===== src/rtl/mul_exec_if.sv =====
// mul_exec_if: the issue-side and writeback-side handshakes of the multiply execute slot.
//   in_valid/in_ready            : issue handshake
//   in_a, in_b, in_is_mul, in_tag: operation payload (operands, op kind, destination tag)
//   out_valid/out_ready          : writeback handshake
//   out_result, out_tag          : product and its destination tag
// Modport master is the issue/writeback side. Modport slave is the execute slot.
interface mul_exec_if #(
    parameter int unsigned TAG_W = 5
);
    logic             in_valid;
    logic             in_ready;
    logic [31:0]      in_a;
    logic [31:0]      in_b;
    logic             in_is_mul;
    logic [TAG_W-1:0] in_tag;
    logic             out_valid;
    logic             out_ready;
    logic [31:0]      out_result;
    logic [TAG_W-1:0] out_tag;

    modport master (
        output in_valid, in_a, in_b, in_is_mul, in_tag, out_ready,
        input  in_ready, out_valid, out_result, out_tag
    );

    modport slave (
        input  in_valid, in_a, in_b, in_is_mul, in_tag, out_ready,
        output in_ready, out_valid, out_result, out_tag
    );
endinterface


===== src/rtl/mul_exec_stage.sv =====
// mul_exec_stage: two-stage pipelined 16x16 unsigned multiply execute slot.
//   clk   : clock, all state changes on the rising edge
//   rst_n : asynchronous active-low reset
//   flush : synchronous kill of both stages; it blocks accepts in the same cycle
//   busy  : high while either stage holds an operation
//   bus   : issue/writeback handshakes (mul_exec_if.slave)
// Stage S1 registers the operands. The combinational multiplier is fed from S1, and the output
// register holds the product until writeback takes it.
module mul_exec_stage #(
    parameter int unsigned TAG_W = 5
) (
    input  logic      clk,
    input  logic      rst_n,
    input  logic      flush,
    output logic      busy,
    mul_exec_if.slave bus
);

    logic             s1_valid;
    logic [15:0]      s1_a;
    logic [15:0]      s1_b;
    logic             s1_is_mul;
    logic [TAG_W-1:0] s1_tag;

    logic             out_valid_q;
    logic [31:0]      out_result_q;
    logic [TAG_W-1:0] out_tag_q;

    logic             s2_load;
    logic             in_ready;
    logic             accept;
    logic [31:0]      prod;

    // S1 advances whenever the output register is empty or is being drained this cycle.
    always_comb begin
        prod = 32'd0;
        if (s1_is_mul) begin
            prod = {16'b0, s1_a} * {16'b0, s1_b};
        end
        s2_load  = s1_valid & (~out_valid_q | bus.out_ready);
        in_ready = ~flush & (~s1_valid | s2_load);
        accept   = bus.in_valid & in_ready;
    end

    // Only the low operand halves take part in the multiply, so only those bits are kept.
    always_ff @(posedge clk or negedge rst_n) begin
        if (!rst_n) begin
            s1_valid  <= 1'b0;
            s1_a      <= '0;
            s1_b      <= '0;
            s1_is_mul <= 1'b0;
            s1_tag    <= '0;
        end else begin
            if (flush) begin
                s1_valid <= 1'b0;
            end else if (accept) begin
                s1_valid <= 1'b1;
            end else if (s2_load) begin
                s1_valid <= 1'b0;
            end
            if (accept) begin
                s1_a      <= bus.in_a[15:0];
                s1_b      <= bus.in_b[15:0];
                s1_is_mul <= bus.in_is_mul;
                s1_tag    <= bus.in_tag;
            end
        end
    end

    // A flush leaves result and tag stale. Only out_valid is cleared.
    always_ff @(posedge clk or negedge rst_n) begin
        if (!rst_n) begin
            out_valid_q  <= 1'b0;
            out_result_q <= '0;
            out_tag_q    <= '0;
        end else if (flush) begin
            out_valid_q <= 1'b0;
        end else if (s2_load) begin
            out_valid_q  <= 1'b1;
            out_result_q <= prod;
            out_tag_q    <= s1_tag;
        end else if (bus.out_ready) begin
            out_valid_q <= 1'b0;
        end
    end

    assign bus.in_ready   = in_ready;
    assign bus.out_valid  = out_valid_q;
    assign bus.out_result = out_result_q;
    assign bus.out_tag    = out_tag_q;
    assign busy           = s1_valid | out_valid_q;

endmodule


===== src/flat_wrapper.sv =====
// flat-port wrapper written by rule: the top's interface ports become plain ports
module mul_exec_stage_flat 
#(
    parameter int unsigned TAG_W = 5
)
  (clk, rst_n, flush, busy, bus_in_valid, bus_in_a, bus_in_b, bus_in_is_mul, bus_in_tag, bus_out_ready, bus_in_ready, bus_out_valid, bus_out_result, bus_out_tag);
  mul_exec_if #(.TAG_W(TAG_W)) bus_i ();
  input  logic clk;
  input  logic rst_n;
  input  logic flush;
  output logic busy;
  input wire logic [$bits(bus_i.in_valid)-1:0] bus_in_valid;
  input wire logic [$bits(bus_i.in_a)-1:0] bus_in_a;
  input wire logic [$bits(bus_i.in_b)-1:0] bus_in_b;
  input wire logic [$bits(bus_i.in_is_mul)-1:0] bus_in_is_mul;
  input wire logic [$bits(bus_i.in_tag)-1:0] bus_in_tag;
  input wire logic [$bits(bus_i.out_ready)-1:0] bus_out_ready;
  output wire logic [$bits(bus_i.in_ready)-1:0] bus_in_ready;
  output wire logic [$bits(bus_i.out_valid)-1:0] bus_out_valid;
  output wire logic [$bits(bus_i.out_result)-1:0] bus_out_result;
  output wire logic [$bits(bus_i.out_tag)-1:0] bus_out_tag;
  assign bus_i.in_valid = bus_in_valid;
  assign bus_i.in_a = bus_in_a;
  assign bus_i.in_b = bus_in_b;
  assign bus_i.in_is_mul = bus_in_is_mul;
  assign bus_i.in_tag = bus_in_tag;
  assign bus_i.out_ready = bus_out_ready;
  assign bus_in_ready = bus_i.in_ready;
  assign bus_out_valid = bus_i.out_valid;
  assign bus_out_result = bus_i.out_result;
  assign bus_out_tag = bus_i.out_tag;
  mul_exec_stage #(.TAG_W(TAG_W)) u_core (.clk(clk), .rst_n(rst_n), .flush(flush), .busy(busy), .bus(bus_i));
endmodule

===== config.mk =====
export PLATFORM = sky130hd
export DESIGN_NAME = mul_exec_stage_flat
export DESIGN_NICKNAME = d
export VERILOG_FILES = /design/src/rtl/mul_exec_if.sv /design/src/rtl/mul_exec_stage.sv /design/src/flat_wrapper.sv
export SDC_FILE = /design/constraint.sdc
export NUM_CORES = 1
export LEC_CHECK = 0
export ABC_AREA = 1
export CAP_MARGIN = 20
export CORE_MARGIN = 2
export CORE_UTILIZATION = 30
export DETAILED_ROUTE_END_ITERATION = 7
export PLACE_DENSITY_LB_ADDON = 0.08
export SKIP_CTS_REPAIR_TIMING = 1
export SYNTH_ARGS = -nofsm -noshare
export SYNTH_HDL_FRONTEND = slang
export SYNTH_SLANG_ARGS = --single-unit

===== constraint.sdc =====
create_clock -name clk -period 7 [get_ports clk]
set_clock_uncertainty 0.05 [all_clocks]
set_input_delay 1.4 -clock clk [delete_from_list [all_inputs] [get_ports clk]]
set_output_delay 1.4 -clock clk [all_outputs]
set_load 0.03 [all_outputs]

Yosys cells after proc, flatten, opt, wreduce, memory -nomap -nowiden
Cells that the tools add are included.
Operators by class
  bitwise gates (word level): 9
  multiplexer cells: 7
  multipliers: 1
  reductions and logical operators: 3
Operators with widths (number)
  16-bit by 16-bit multiplier with 32-bit output: 1
  32-bit two-way mux: 1
  1-bit two-way mux: 6
  3-bit nonzero test: 2
  1-bit bitwise AND: 3
  1-bit NOT: 3
  1-bit OR: 3
  2-bit AND reduction: 1
Word-level totals
  output and inout bits: 40
  flip-flop bits (word level): 77
  logic and storage cells: 28

Depth between registers and ports, before layout
Gate-level depths: netlist of the first run.
  word-level depth: 8
  mapped depth: 26
  gate-level depth less buffers: 24

Least setup slack after synthesis of the first run
Ideal clock, no wire load.
  path kind: reg-to-reg
  start point: register u_core.s1_b[7]
  end point: register u_core.out_result_q[31] (netlist: u_core.bus.out_result[31])
  data required time: 6.833 ns
  period minus slack after synthesis: 5.268 ns
  slack: 1.732 ns
  data arrival time: 5.101 ns
  stages on the path, launching flop included: 27
  path buffers: 2
  path through: dfrtp_1 clkbuf_1 clkbuf_1 nand2_1 fa_1 inv_1 fa_1 inv_1 fa_1 inv_1 fa_1 fa_1 inv_1 fa_1 inv_1 ha_1 nand2_1 inv_2 nand2_1 inv_2 nand3_1 nand3_2 nand2_1 nand2_1 nand2_1 nand3_1 nand2_1
Between the ends
  cells in the longest elaborated chain, start to end: 2
RTL lines
  from (decl): RTL line mul_exec_stage.sv:21  | logic [15:0] s1_b;
  from (signal assigned): RTL line mul_exec_stage.sv:63  | s1_b <= bus.in_b[15:0];
  16-bit by 16-bit multiplier with 32-bit output: RTL line mul_exec_stage.sv:38  | prod = {16'b0, s1_a} * {16'b0, s1_b};
  32-bit two-way mux: RTL line mul_exec_stage.sv:37  | if (s1_is_mul) begin
  to (signal assigned): RTL line mul_exec_stage.sv:80  | out_result_q <= prod;
  to (decl): RTL line mul_exec_stage.sv:26  | logic [31:0] out_result_q;
Every way passes these cells.
A chain may end at the register's enable or synchronous reset.

Worst setup path in the final report of the first run
  start point: register u_core.s1_b[7]
  end point: register u_core.out_result_q[15] (netlist: u_core.bus.out_result[15])
Same word-level chain as after synthesis.

==> results of run 1 <==
routing by layer:
metal | wire length [µm] | vias up | GRT usage
li1 | - | 4644 | -
met1 | 16700 | 4557 | 0.2411
met2 | 14820 | 153 | 0.2615
met3 | 1257 | 29 | 0.02865
met4 | 602 | 0 | 0.04236
met5 | 0 | - | 0
worst max-delay path, stage by stage, from the launching register on:
cell     delay, ns
dfrtp_1       0.88
nand2_1       0.18
fa_1          0.57
inv_1         0.06
fa_1          0.51
inv_1         0.06
fa_1          0.54
inv_1         0.05
fa_1          0.49
fa_1          0.51
inv_1         0.05
fa_1          0.53
inv_1         0.06
ha_1          0.37
nand2_1       0.15
inv_2         0.05
nand2_1       0.08
inv_2         0.06
nand3_1       0.09
nand3_2       0.13
o21ai_0       0.34
nand2_1       0.09
per-stage QoR:
step / worst slack (ns) / cell area, µm² / utilization / hold WS (ns)
floorplan: 1.732 / 12370 / - / 0.3936
global placement: 1.076 / 13630 / 0.3345 / 0.4022
detailed placement: 1.034 / 13630 / 0.3345 / 0.4097
CTS: 0.9813 / 13940 / 0.3422 / 0.4262
global route: 0.6420 / 13940 / 0.3422 / 0.4578
finish: 0.9911 / 13940 / 0.3422 / 0.4207
final cells by class:
cell class | instances | area share
clock buffers | 11 | 0.01813
clock inverters | 5 | 0.004219
flip-flops and latches | 77 | 0.1382
well taps | 532 | 0.04775
repair buffers | 93 | 0.06463
inverters | 444 | 0.1196
multi-input cells | 1015 | 0.6075
worst min path at each step:
| stage | start | to | cells past startpoint |
|---|---|---|---|
| finish | u_core.s1_tag[3] | u_core.bus.out_tag[3] | 2 |
| floorplan | u_core.s1_tag[1] | u_core.bus.out_tag[1] | 2 |
| global route | u_core.s1_tag[0] | u_core.s1_tag[0] | 1 |
| CTS | u_core.bus.out_tag[2] | u_core.bus.out_tag[2] | 2 |
| detailed placement | u_core.bus.out_tag[2] | u_core.bus.out_tag[2] | 2 |
| global placement | u_core.s1_tag[3] | u_core.bus.out_tag[3] | 2 |
state kept, by name, indices dropped and copies added (netlist names):
signal and count:
u_core.s1_b 16, u_core.s1_valid 1, u_core.s1_is_mul 1, u_core.bus.out_result 32
u_core.s1_a 16, u_core.s1_tag 5, u_core.bus.out_tag 5, u_core.bus.out_valid 1
logic make-up (layout without fill, tap and decap cells):
family	after synthesis	count (layout)	synth area share
simple gates	621	621	0.2031
mux	37	37	0.03369
xor+xnor	4	4	0.002834
buf+inv	519	553	0.1594
fa+ha+maj	298	298	0.4193
flops	77	77	0.1558
compound gates	55	55	0.02590
cells in the mapped netlist, drive strengths merged:
master	n
nand2	530
inv	444
fa	194
ha	104
dfrtp	77
clkbuf	65
nor2	48
mux2	37
nand3	35
a21oi	25
o21ai	21
buf	10
a22o	3
a32o	3
nand4	3
or2	3
xnor2	2
xor2	2
a21o	1
and2	1
nor3	1
o21bai	1
o31ai	1
==> impl_metrics.yaml, run 1 <==
synth:
  post_synth_num_cell_types: 32
  synth_area_um2: 12370
  postSynthAreaPerCell_um2: 7.676
  synthTopCellsByArea: "fa_1 31%, nand2_1 16%, dfrtp_1 16%, inv_1 13%, ha_1 11%"
  ys_seq_area_frac: 0.1558
  synth_top_area_frac: 0.3141
  synth_largest_area_cell: "fa_1"
  synthCells: 1611
  synth_nets: 1984
  ys_ff_latch: 77
  yosys_warnings: 0
final_layout:
  final_common_cell: "nand2_1"
  antenna-diode-count: 0
  drive_above_1_share: 0.06565
  fin_cells: 2177
  regArea_um2: 1927
  final_cell_mix: "519 x nand2_1, 438 x inv_1, 194 x fa_1, 104 x ha_1, 81 x clkdlybuf4s50_1"
  nNetsFinal: 2013
  multiInputGateArea_um2: 8468
  syn2layout_area_growth_pct: 12.73
  num-fill-cells: 4462
drt:
  drcViolationCount: 0
  drt.antenna.violating_nets: 0
  firstDrtPassIters: 5
  routedWlPerCell_um: 15.34
  drt_iter0_drc: 401
  via_per_inst: 4.310
  vias: 9383
  routed_wl_um: 33390
cts:
  cts_tree: "built"
  cts_made_buffers: 9
  clock_latency_ns: 0.37
  htree_levels: 3
  clk_pin_slew_worst_paths_ns: 0.07
  cts_sinks: 77
  clockBufferDepth: 2
  cts-root-buf: "clkbuf_16"
sta:
  setup_tns_ns: 0
  maxSlewHeadroom: 0.4003
  final_max_slew_viol_count: 0
  fmax_mhz: 166.4
  rsz0062_at_grt: "false"
  fin_crit_ns: 6.009
  finalSetupViolCount: 0
  period_share: 0.8584
  hold_viol: 0
  worstMarginPinSlew_ns: 0.8996
placed_design:
  gp_congestion: 0.8132
  place_inst: 2161
  portBuffers: 82
  dpl.hpwl_um: 26630
floorplan:
  die_h_um: 207.0
  start_util: 0.3035
  dieArea_um2: 42860
  fp-row-count: 74
  core-area_um2: 40740
  ios: 115
  die_x_um: 207.0
min_path:
  hold_class: "reg -> reg"
critical_path:
  cp-end-kind: "flip-flop"
  r2r-start: "u_core.s1_b[7]"
  crit_path_start_kind: "flip-flop"
  critical_path_arrival_ns: 6.21
  crit_type: "reg -> reg"
  crit_fanout: 17
  r2r_slack_ns: 0.99
  r2r_cells: 21
  critPathLaunch: "u_core.s1_b[7]"
  r2r-end: "u_core.bus.out_result[15]"
  cp_data_required_time_ns: 7.20
  crit_end: "u_core.bus.out_result[15]"
global_route:
  grt_max_degree: 54
  grt_pass1_wl_um: 56390
  track_usage: 0.1677
  antenna_found_initial: 0
  overflow: 0
  grt_pass1_vias: 10236
outcome:
  status: "completed"
job:
  maxCapViolations: 0
Power of run 1 is left out: the tool's default activity adds up to more than one toggle a clock period on the data nets, which glitch-free logic cannot reach.
==> run 2: changes to the inputs <==
--- a/config.mk
+++ b/config.mk
@@ -5,11 +5,12 @@
 export SDC_FILE = /design/constraint.sdc
 export NUM_CORES = 1
 export LEC_CHECK = 0
-export ABC_AREA = 1
+export ABC_AREA = 0
 export CAP_MARGIN = 20
 export CORE_MARGIN = 2
 export CORE_UTILIZATION = 30
 export DETAILED_ROUTE_END_ITERATION = 7
+export MAX_ROUTING_LAYER = met4
 export PLACE_DENSITY_LB_ADDON = 0.08
 export SKIP_CTS_REPAIR_TIMING = 1
 export SYNTH_ARGS = -nofsm -noshare
==> constraint.sdc (replaced) <==
create_clock -name clk -period 5.22 [get_ports clk]
set_clock_uncertainty 0.05 [all_clocks]
set_input_delay 1.044 -clock clk [delete_from_list [all_inputs] [get_ports clk]]
set_output_delay 1.044 -clock clk [all_outputs]
set_load 0.03 [all_outputs]
==> impl_metrics.yaml, run 2 <==
min_path:
  hold_class: "reg -> reg"
  hp-start: "u_core.s1_tag[1]"
synth:
  synthFlopType: "dfrtp_1"
  synthArstFlopShare: 1.000
  synth_area_um2: 11530
  synth_largest_area_cell: "fa_1"
  synth_common_cells: "233 x inv_1, 212 x nand2_1, 194 x fa_1"
  yosysMostFrequentCell: "inv_1"
  ys_seq_area_frac: 0.1671
  yosys_warnings: 0
  synth_nets: 1621
  post_synth_num_cell_types: 48
  synth-edff-count: 0
  synthCells: 1248
  ys_ff_latch: 77
  postSynthAreaPerCell_um2: 9.240
  synthTopCellsByArea: "fa_1 34%, dfrtp_1 17%, ha_1 11%, inv_1 7.6%, nand2_1 6.9%"
  synth_top_area_frac: 0.3368
floorplan:
  die_x_um: 200.1
  start_util: 0.3054
  dieArea_um2: 40020
  fp-row-count: 71
  ios: 115
  die_h_um: 200.1
  core-area_um2: 37760
outcome:
  violations: "setup timing"
  status: "complete, but fails checks"
critical_path:
  crit_type: "reg -> reg"
  cp_data_required_time_ns: 5.44
  cp-end-kind: "flip-flop"
  r2r-start: "u_core.s1_a[5]"
  crit_fanout: 5
  critical_path_arrival_ns: 6.11
  critPathLaunch: "u_core.s1_a[5]"
  crit_path_start_kind: "flip-flop"
global_route:
  grt_pass1_vias: 9669
  antenna_found_initial: 2
  grt_pass1_wl_um: 54140
  track_usage: 0.1845
  grt_max_degree: 41
  overflow: 0
cts:
  clock_latency_ns: 0.38
  clockBufferDepth: 2
  htree_levels: 3
  cts_tree: "built"
  cts-root-buf: "clkbuf_16"
  clk_pin_slew_worst_paths_ns: 0.09
  cts_made_buffers: 9
  cts_sinks: 77
sta:
  fin_crit_ns: 5.889
  period_share: 1.128
  maxSlewHeadroom: 0.5530
  rsz0062_at_grt: "true"
  setup_ws_ns: -0.6688
  hold_viol: 0
  worstMarginPinSlew_ns: 0.6682
  finalSetupViolCount: 20
  final_max_slew_viol_count: 0
  fmax_mhz: 169.8
final_layout:
  syn2layout_area_growth_pct: 31.95
  regArea_um2: 1953
  final_common_cell: "inv_1"
  final_cell_mix: "221 x inv_1, 204 x nand2_1, 186 x fa_1, 160 x buf_4, 102 x and2_1"
  fin_cells: 1989
  largest_reg_flops: 32
  num-fill-cells: 3807
  nNetsFinal: 1846
  post-route-util: 0.4030
  antenna-diode-count: 0
  drive_above_1_share: 0.2551
  multiInputGateArea_um2: 9014
drt:
  drcViolationCount: 0
  via_per_inst: 4.465
  vias: 8881
  routedWlPerCell_um: 16.69
  drt.antenna.violating_nets: 0
  drt_iter0_drc: 283
  routed_wl_um: 33200
  firstDrtPassIters: 5
placed_design:
  dpl.hpwl_um: 27560
  gp_congestion: 0.8148
  place_inst: 1954
  portBuffers: 82
job:
  maxCapViolations: 0
run 2: cell count changes after synthesis, sizes merged, moves of 10 or more:
cell    delta
xnor2     +10
o21ai     +16
and2     +114
nand3     -22
inv      -211
xor2      +10
nor2      -20
clkbuf    -19
nand2    -318
run 2: cell type report:
class                           count  share of cell area
Tap cell                          511             0.04202
Clock buffer                        9             0.01480
Timing Repair Buffer              269              0.1602
Clock inverter                      7            0.004769
Sequential cell                    77              0.1284
Multi-Input combinational cell    883              0.5924
Inverter                          233             0.05748
run 2: logic make-up after synthesis:
family / Yosys count / synth area share
adders and majority gates: 298 / 0.4497
buffers and inverters: 288 / 0.09603
xor gates and xnor gates: 24 / 0.01823
and+or+nand+nor: 400 / 0.1637
AOI/OAI and AO/OA: 120 / 0.06543
muxes: 41 / 0.03982
DFF: 77 / 0.1671
run 2: worst paths after layout:
check | end | slack [ns] | cells after the start
max in group asynchronous | u_core.s1_a[14] | 3.44 | 2
worst min register to register | u_core.bus.out_tag[1] | 0.41 | 2
worst max register to register | u_core.bus.out_result[29] | -0.67 | 20
worst min-delay path | u_core.bus.out_tag[1] | 0.41 | 2
min in group asynchronous | u_core.bus.out_tag[1] | 0.61 | 1
worst max-delay path | u_core.bus.out_result[29] | -0.67 | 20
run 2: metal layers:
layer | global-route usage | vias up | wire [µm]
met1 | 0.2570 | 4492 | 16640
met3 | 0.01999 | 17 | 807
met5 | - | - | 0
li1 | - | 4281 | -
met4 | 0.03649 | 0 | 437
met2 | 0.2924 | 91 | 15310
run 2: critical path, stage by stage (launching register included):
cell	delay [ns]
dfrtp_2	0.47
buf_6	0.15
buf_6	0.11
buf_6	0.11
and2_4	0.15
fa_2	0.56
fa_1	0.43
fa_2	0.55
fa_1	0.44
fa_1	0.49
inv_1	0.05
fa_1	0.53
inv_2	0.06
ha_4	0.23
a21oi_2	0.12
o21a_1	0.17
o21a_1	0.14
nor2_1	0.05
o32a_1	0.30
or3_1	0.38
a32o_1	0.26
run 2: metrics by stage:
step                cell area (µm²)  worst slack (ns)  hold slack (ns)  TNS (ns)
finish                        15220           -0.6688           0.4140    -8.711
global route                  15220           -0.8218           0.4508    -12.84
CTS                           14540           -0.8310           0.4181    -13.33
detailed placement            14240           -0.7969           0.3980    -12.09
global placement              14240           -0.8115           0.3964    -12.55
floorplan                     11790           -0.4647           0.3831   -0.9009
Power of run 2 is left out for the same reason.
